**config.mk**
```make
export PLATFORM = sky130hd
export DESIGN_NAME = deserializer
export DESIGN_NICKNAME = d
export VERILOG_FILES = /design/src/rtl/deserializer.sv
export SDC_FILE = /design/constraint.sdc
export NUM_CORES = 1
export LEC_CHECK = 0
export CAP_MARGIN = 20
export CORE_ASPECT_RATIO = 1.4
export CORE_MARGIN = 5
export CORE_UTILIZATION = 45
export CTS_BUF_LIST = sky130_fd_sc_hd__clkbuf_4
export DETAILED_ROUTE_END_ITERATION = 16
export PLACE_DENSITY = 0.69
export SYNTH_ARGS = -nofsm -noshare
export SYNTH_HDL_FRONTEND = slang
export SYNTH_SLANG_ARGS = --single-unit
```
**constraint.sdc**
```tcl
create_clock -name clk_i -period 2.7 [get_ports clk_i]
set_clock_uncertainty 0.2 [all_clocks]
set_input_delay 0.54 -clock clk_i [delete_from_list [all_inputs] [get_ports clk_i]]
set_output_delay 0.54 -clock clk_i [all_outputs]
set_load 0.01 [all_outputs]
```
**src/rtl/deserializer.sv**
```systemverilog
// deserializer: single-lane MSB-first serial-to-parallel receiver.
// Bits are sampled while ser_data_val_i is high and packed into a
// left-aligned DATA_W-bit word, which is emitted with a one-cycle
// deser_data_val_o pulse and a bit-count field (0 means a full word).
//
// Optional feature, macro DESERIALIZER_PARTIAL_EN:
//   defined   - a val gap after k < DATA_W bits flushes a left-aligned,
//               zero-filled partial word with deser_data_mod_o = k.
//   undefined - a val gap silently drops the held bits; mod is always 0
//               and the left-align shifter is not built.
module deserializer #(
  parameter int DATA_W = 16,
  parameter int MOD_W  = $clog2(DATA_W)
) (
  input  logic              clk_i,
  input  logic              arst_n_i,
  input  logic              ser_data_i,
  input  logic              ser_data_val_i,
  output logic [DATA_W-1:0] deser_data_o,
  output logic [MOD_W-1:0]  deser_data_mod_o,
  output logic              deser_data_val_o,
  output logic              busy_o
);

  typedef enum logic {
    IDLE = 1'b0,
    RECV = 1'b1
  } state_t;

  // count holds 0..DATA_W-1 between edges; one extra bit keeps DATA_W representable
  localparam logic [MOD_W:0] LAST_CNT = (MOD_W+1)'(DATA_W - 1);

  state_t            state;
  logic [MOD_W:0]    count;
  logic [DATA_W-1:0] shreg;
  logic [DATA_W-1:0] shreg_next;
  logic [DATA_W-1:0] data_q;
  logic [MOD_W-1:0]  mod_q;
  logic              val_q;

  // Next shift-register value with the current serial bit appended at the LSB
  assign shreg_next = {shreg[DATA_W-2:0], ser_data_i};

`ifdef DESERIALIZER_PARTIAL_EN
  localparam logic [MOD_W:0] FULL_CNT = (MOD_W+1)'(DATA_W);

  logic [MOD_W:0]    shamt;
  logic [DATA_W-1:0] partial_word;

  // Left-align the k held bits; stale high bits are shifted out, zeros fill in
  assign shamt        = FULL_CNT - count;
  assign partial_word = shreg << shamt;
`else
  // The shreg MSB is only consumed by the partial-word aligner
  logic unused_shreg_msb;
  assign unused_shreg_msb = shreg[DATA_W-1];
`endif

  // Receive FSM: bit accumulation, word completion and gap handling
  always_ff @(posedge clk_i or negedge arst_n_i) begin
    if (!arst_n_i) begin
      state  <= IDLE;
      count  <= '0;
      shreg  <= '0;
      data_q <= '0;
      mod_q  <= '0;
      val_q  <= 1'b0;
    end else begin
      val_q <= 1'b0;
      if (ser_data_val_i) begin
        if (count == LAST_CNT) begin
          // Final bit of the word: publish it and start fresh next cycle,
          // so a continuous burst loses no bit across word boundaries
          data_q <= shreg_next;
          mod_q  <= '0;
          val_q  <= 1'b1;
          count  <= '0;
          shreg  <= '0;
          state  <= IDLE;
        end else begin
          shreg <= shreg_next;
          count <= count + (MOD_W+1)'(1);
          state <= RECV;
        end
      end else begin
        case (state)
          RECV: begin
`ifdef DESERIALIZER_PARTIAL_EN
            data_q <= partial_word;
            mod_q  <= count[MOD_W-1:0];
            val_q  <= 1'b1;
`endif
            count <= '0;
            shreg <= '0;
            state <= IDLE;
          end
          IDLE: begin
            state <= IDLE;
          end
          default: begin
            count <= '0;
            shreg <= '0;
            state <= IDLE;
          end
        endcase
      end
    end
  end

  assign deser_data_o     = data_q;
  assign deser_data_mod_o = mod_q;
  assign deser_data_val_o = val_q;
  assign busy_o           = (count != '0);

endmodule

```
== Word-level counts from Yosys, hierarchy flattened ==
Index checks and enable logic that the tools add are counted.

* Add/sub/neg operators: 1
* $mul: 0
* Divide/modulo/power cells: 0
* $lt $le $gt $ge: 0
* Equality and inequality tests: 1
* Shifts and indexed selects: 0
* Multiplexer cells: 10
* Bitwise operators: 0
* Reduce and logical (&&, ||, !) cells: 3

{| class="wikitable"
|+ Operators with widths
! kind !! number
|-
| 15-bit two-way mux || 3
|-
| 5-bit two-way mux || 3
|-
| 5-bit by 1-bit adder with 5-bit output (second input constant) || 1
|-
| 5-bit by 4-bit == test with 1-bit output (second input constant) || 1
|-
| 5-bit nonzero test || 1
|-
| 1-bit two-way mux || 4
|-
| 2-bit AND reduction || 1
|-
| 2-bit nonzero test || 1
|}

* Bits in registers: 38
* Bits in latches: 0
* Memory bits (writable): 0
* ROM bits: 0
* Input port bits: 4
* Output and inout bits: 22
* Memories kept: 0

== Depth between registers and ports, before layout ==
* Word-level depth: 3
* Gate-level depth with buffers: 6
* Mapped depth without buffers: 4

== Least setup slack after synthesis ==
OpenSTA, ideal clock, no wires.

* Kind: input to register
* From: in ser_data_val_i
* To: reg data_q[10], in the netlist deser_data_o[10]
* Library setup time: 0.125 ns
* Arrival time: 1.609 ns
* Path slack: 0.766 ns
* Cell stages on the path: 5
* Buffers on the path: 3
* Cells stage by stage: buf_2 or3b_1 buf_6 buf_12 mux2_4

* Cells in the longest elaborated chain, start to end: 1

{| class="wikitable"
|+ RTL lines
! what !! line !! source
|-
| start, declared || 18 || <nowiki>input logic ser_data_val_i,</nowiki>
|-
| 2-bit AND reduction (no source line) || n/a ||
|-
| end signal, assigned || 74 || <nowiki>data_q <= shreg_next;</nowiki>
|-
| end, declared || 37 || <nowiki>logic [DATA_W-1:0] data_q;</nowiki>
|}

No other way between the ends.
A chain may end at the register's enable or synchronous reset.

== Final worst setup path ==
* From: reg count[0]
* To: out busy_o

* Cells in the longest elaborated chain, start to end: 1

{| class="wikitable"
|+ RTL lines
! what !! line !! source
|-
| start, declared || 34 || <nowiki>logic [MOD_W:0] count;</nowiki>
|-
| start signal, assigned || 82 || <nowiki>count <= count + (MOD_W+1)'(1);</nowiki>
|-
| 5-bit nonzero test || 113 || <nowiki>assign busy_o = (count != '0);</nowiki>
|-
| end, declared || 22 || <nowiki>output logic busy_o</nowiki>
|}

No other way between the ends.

==> flow_summary.yaml <==
drt:
  drt_iter0_markers: 15
  vias: 857
  post_drt_wl_per_cell_um: 15.2
  wl_met3_um: 180
  routed-wl-met2_mm: 1.17
  drc_errors: 0
  drt-met1-wl_mm: 1.09
  drt_pass1_iterations: 4
  wl_mm: 2.52
  top_layer: "met4"
  postRouteAntennaNets: 0
  viasPerCell: 5.16
power:
  ir_drop_mv: 0.342
  p_per_area_nw_per_um2: 536
  leakage_uw: 0.000893
placed_design:
  post-dp-hpwl_mm: 1.68
  dpl_cell_area_um2: 1730
  dp.cells: 157
  portBuffers: 21
  gp_congestion: 0.723
clock_network:
  cts_made_buffers: 5
  path_clk_slew_ns: 0.11
  cts.sinks: 38
  htreeDepth: 2
  clockBufferDepth: 2
  cts_tree: "built"
  clk_latency_ns: 0.34
  root_buffer: "clkbuf_4"
  cts_hold_buffers: 0
global_routing:
  gr-total-overflow: 0
  grt_pass1_vias: 902
  grt_pass1_wl_mm: 4.52
  grtUsageTotal_pct: 13.0
  grt_antenna_before_repair: 0
  grt_start_max_net_pins: 39
layout:
  drive_gt1_share_pct: 23.8
  fillers: 296
  syn_to_final_growth_pct: 17.0
  layout.nets: 131
  layout.cells.non_filler: 166
  fin_area_um2: 1790
  diodes: 0
synth:
  syn_area_um2: 1530
  synth_ff_type: "dfrtp_1"
  synth_edf_count: 0
  synth_seq_area_share_pct: 62.1
  synth_simple_gate_area_share_pct: 3.76
  synth_compound_area_share_pct: 11.2
  synth_top_area_share_pct: 62.1
  synth_largest_area_cell: "dfrtp_1"
  synth.area.top_cells: "dfrtp_1 (62%), mux2_4 (8.8%), a22o_1 (8.6%)"
  synth_warnings: 0
  syn_area_per_cell_um2: 15.0
  netlist_instances: 102
  async_flop_share_pct: 100
  synth_top_family_by_area: "multiplexers"
  synthXorXnorAreaFrac_pct: 0.572
  synth_most_common_cell: "dfrtp_1"
  muxShareOfSynthArea_pct: 14.7
  synth_seq_cells: 38
  synth_fa_ha_area_share_pct: 1.63
  ys_types: 25
  yosys-top-cells-count: "dfrtp_1 (38), a22o_1 (15), mux2_4 (9), mux2_2 (8), buf_4 (4)"
floorplanning:
  initial_core_util_pct: 45.8
  die_w_um: 59.3
  rows: 25
  coreArea_um2: 3350
  dieArea_um2: 4690
  die_h_um: 79.0
  num_io_pins: 26
status:
  status: "completed"
timing:
  max_freq_mhz: 387
  tns_ns: 0
  setup_viol: 0
  slew_headroom_pct: 44.7
  finalCritPeriodShare_pct: 95.6
  slew_violations: 0
  min_period_ns: 2.58
  hold_viol_final: 0
  fin_hold_ws_ns: 0.0873
  rsz0062_at_grt: "false"
  worst_pin_slew_ns: 0.829
critical_path:
  startpoint_type: "flop"
  endpoint_kind: "output port"
  crit_arrival_ns: 1.84
  required_ns: 1.96
  critical_path_class: "reg2out"
  crit_fanout: 4
flow_run:
  maxCapViolCount: 0
worst_hold_path:
  min_path_type: "in2async"
-- registers in the layout, summed over array words and instances (netlist names) --
name              cells
count                 5
deser_data_o         16
deser_data_val_o      1
shreg                15
state                 1
-- cell families (layout without fill, tap and decap cells) --
family / after synthesis / in the layout
xor+xnor: 1 / 1
mux: 17 / 17
fa+ha+maj: 2 / 2
compound gates: 21 / 21
buf+inv: 13 / 34
other cells: 1 / 4
simple gates: 9 / 9
flops: 38 / 38
-- critical path, stage by stage (launching register included) --
cell and delay (ns):
dfrtp_1 0.43, inv_1 0.07, ha_1 0.13, or4b_2 0.57, dlygate4sd2_1 0.30
-- layer usage --
metal,global-route usage (%),up-vias
met5,0,-
met4,7.48,0
met3,5.69,8
met2,18.2,26
met1,16.6,422
li1,-,401
-- stage by stage --
| stage | setup WS (ns) | power, uW | util, % |
|---|---|---|---|
| after global routing | 0.0173 | 1010 | 53.5 |
| final | 0.118 | 960 | 53.5 |
| after CTS | 0.0856 | 977 | 53.2 |
| after global placement | 0.178 | 684 | 51.6 |
| after detailed placement | 0.0465 | 690 | 51.6 |
| after floorplan | 0.766 | 657 | - |
-- area by class of cell --
type	instances	area, um2	area share, %
clock buffers	6	45.0	2.51
clock inverters	2	8.76	0.489
inverters	3	11.3	0.628
multi-input cells	54	503	28.1
flip-flops and latches	38	951	53.1
well taps	40	50.0	2.79
repair buffers	23	223	12.4
-- power by group --
group	internal [uW]	total, uW	switching (uW)
Clock	108	284	176
Combinational	32.5	74.2	41.8
Sequential	586	602	16.3
Total	726	960	234
-- path summary, 6_finish.rpt --
check,slack (ns),depth (start not counted),from,end
setup / recovery,0.12,4,count[0],busy_o
hold / removal,0.09,1,arst_n_i,shreg[14]
setup reg to reg,0.72,5,count[0],deser_data_o[11]
hold reg to reg,0.27,1,state,count[1]
max in group asynchronous,1.70,1,arst_n_i,count[1]
min in group clk_i,0.27,1,state,count[1]
-- placed cells by master, fill, tap and decap left out, types with 2 or more instances in the layout --
master           netlist  layout
a22o_1                15      15
clkbuf_4               0       6
clkdlybuf4s50_1        0      19
conb_1                 1       4
dfrtp_1               38      38
ha_1                   2       2
inv_1                  3       3
mux2_2                 8       8
mux2_4                 9       9
nand2_1                2       2
nor2b_1                2       2
o21ai_0                2       2
-- what timing repair did --
item / in CTS / in global routing
buffers inserted: 0 / 0
endpoints found under the setup margin: 1 / 0
hold endpoints to repair: 0 / 0
gates resized for setup: 1 / 0
Note: power is estimated with default switching activity, not from simulation.
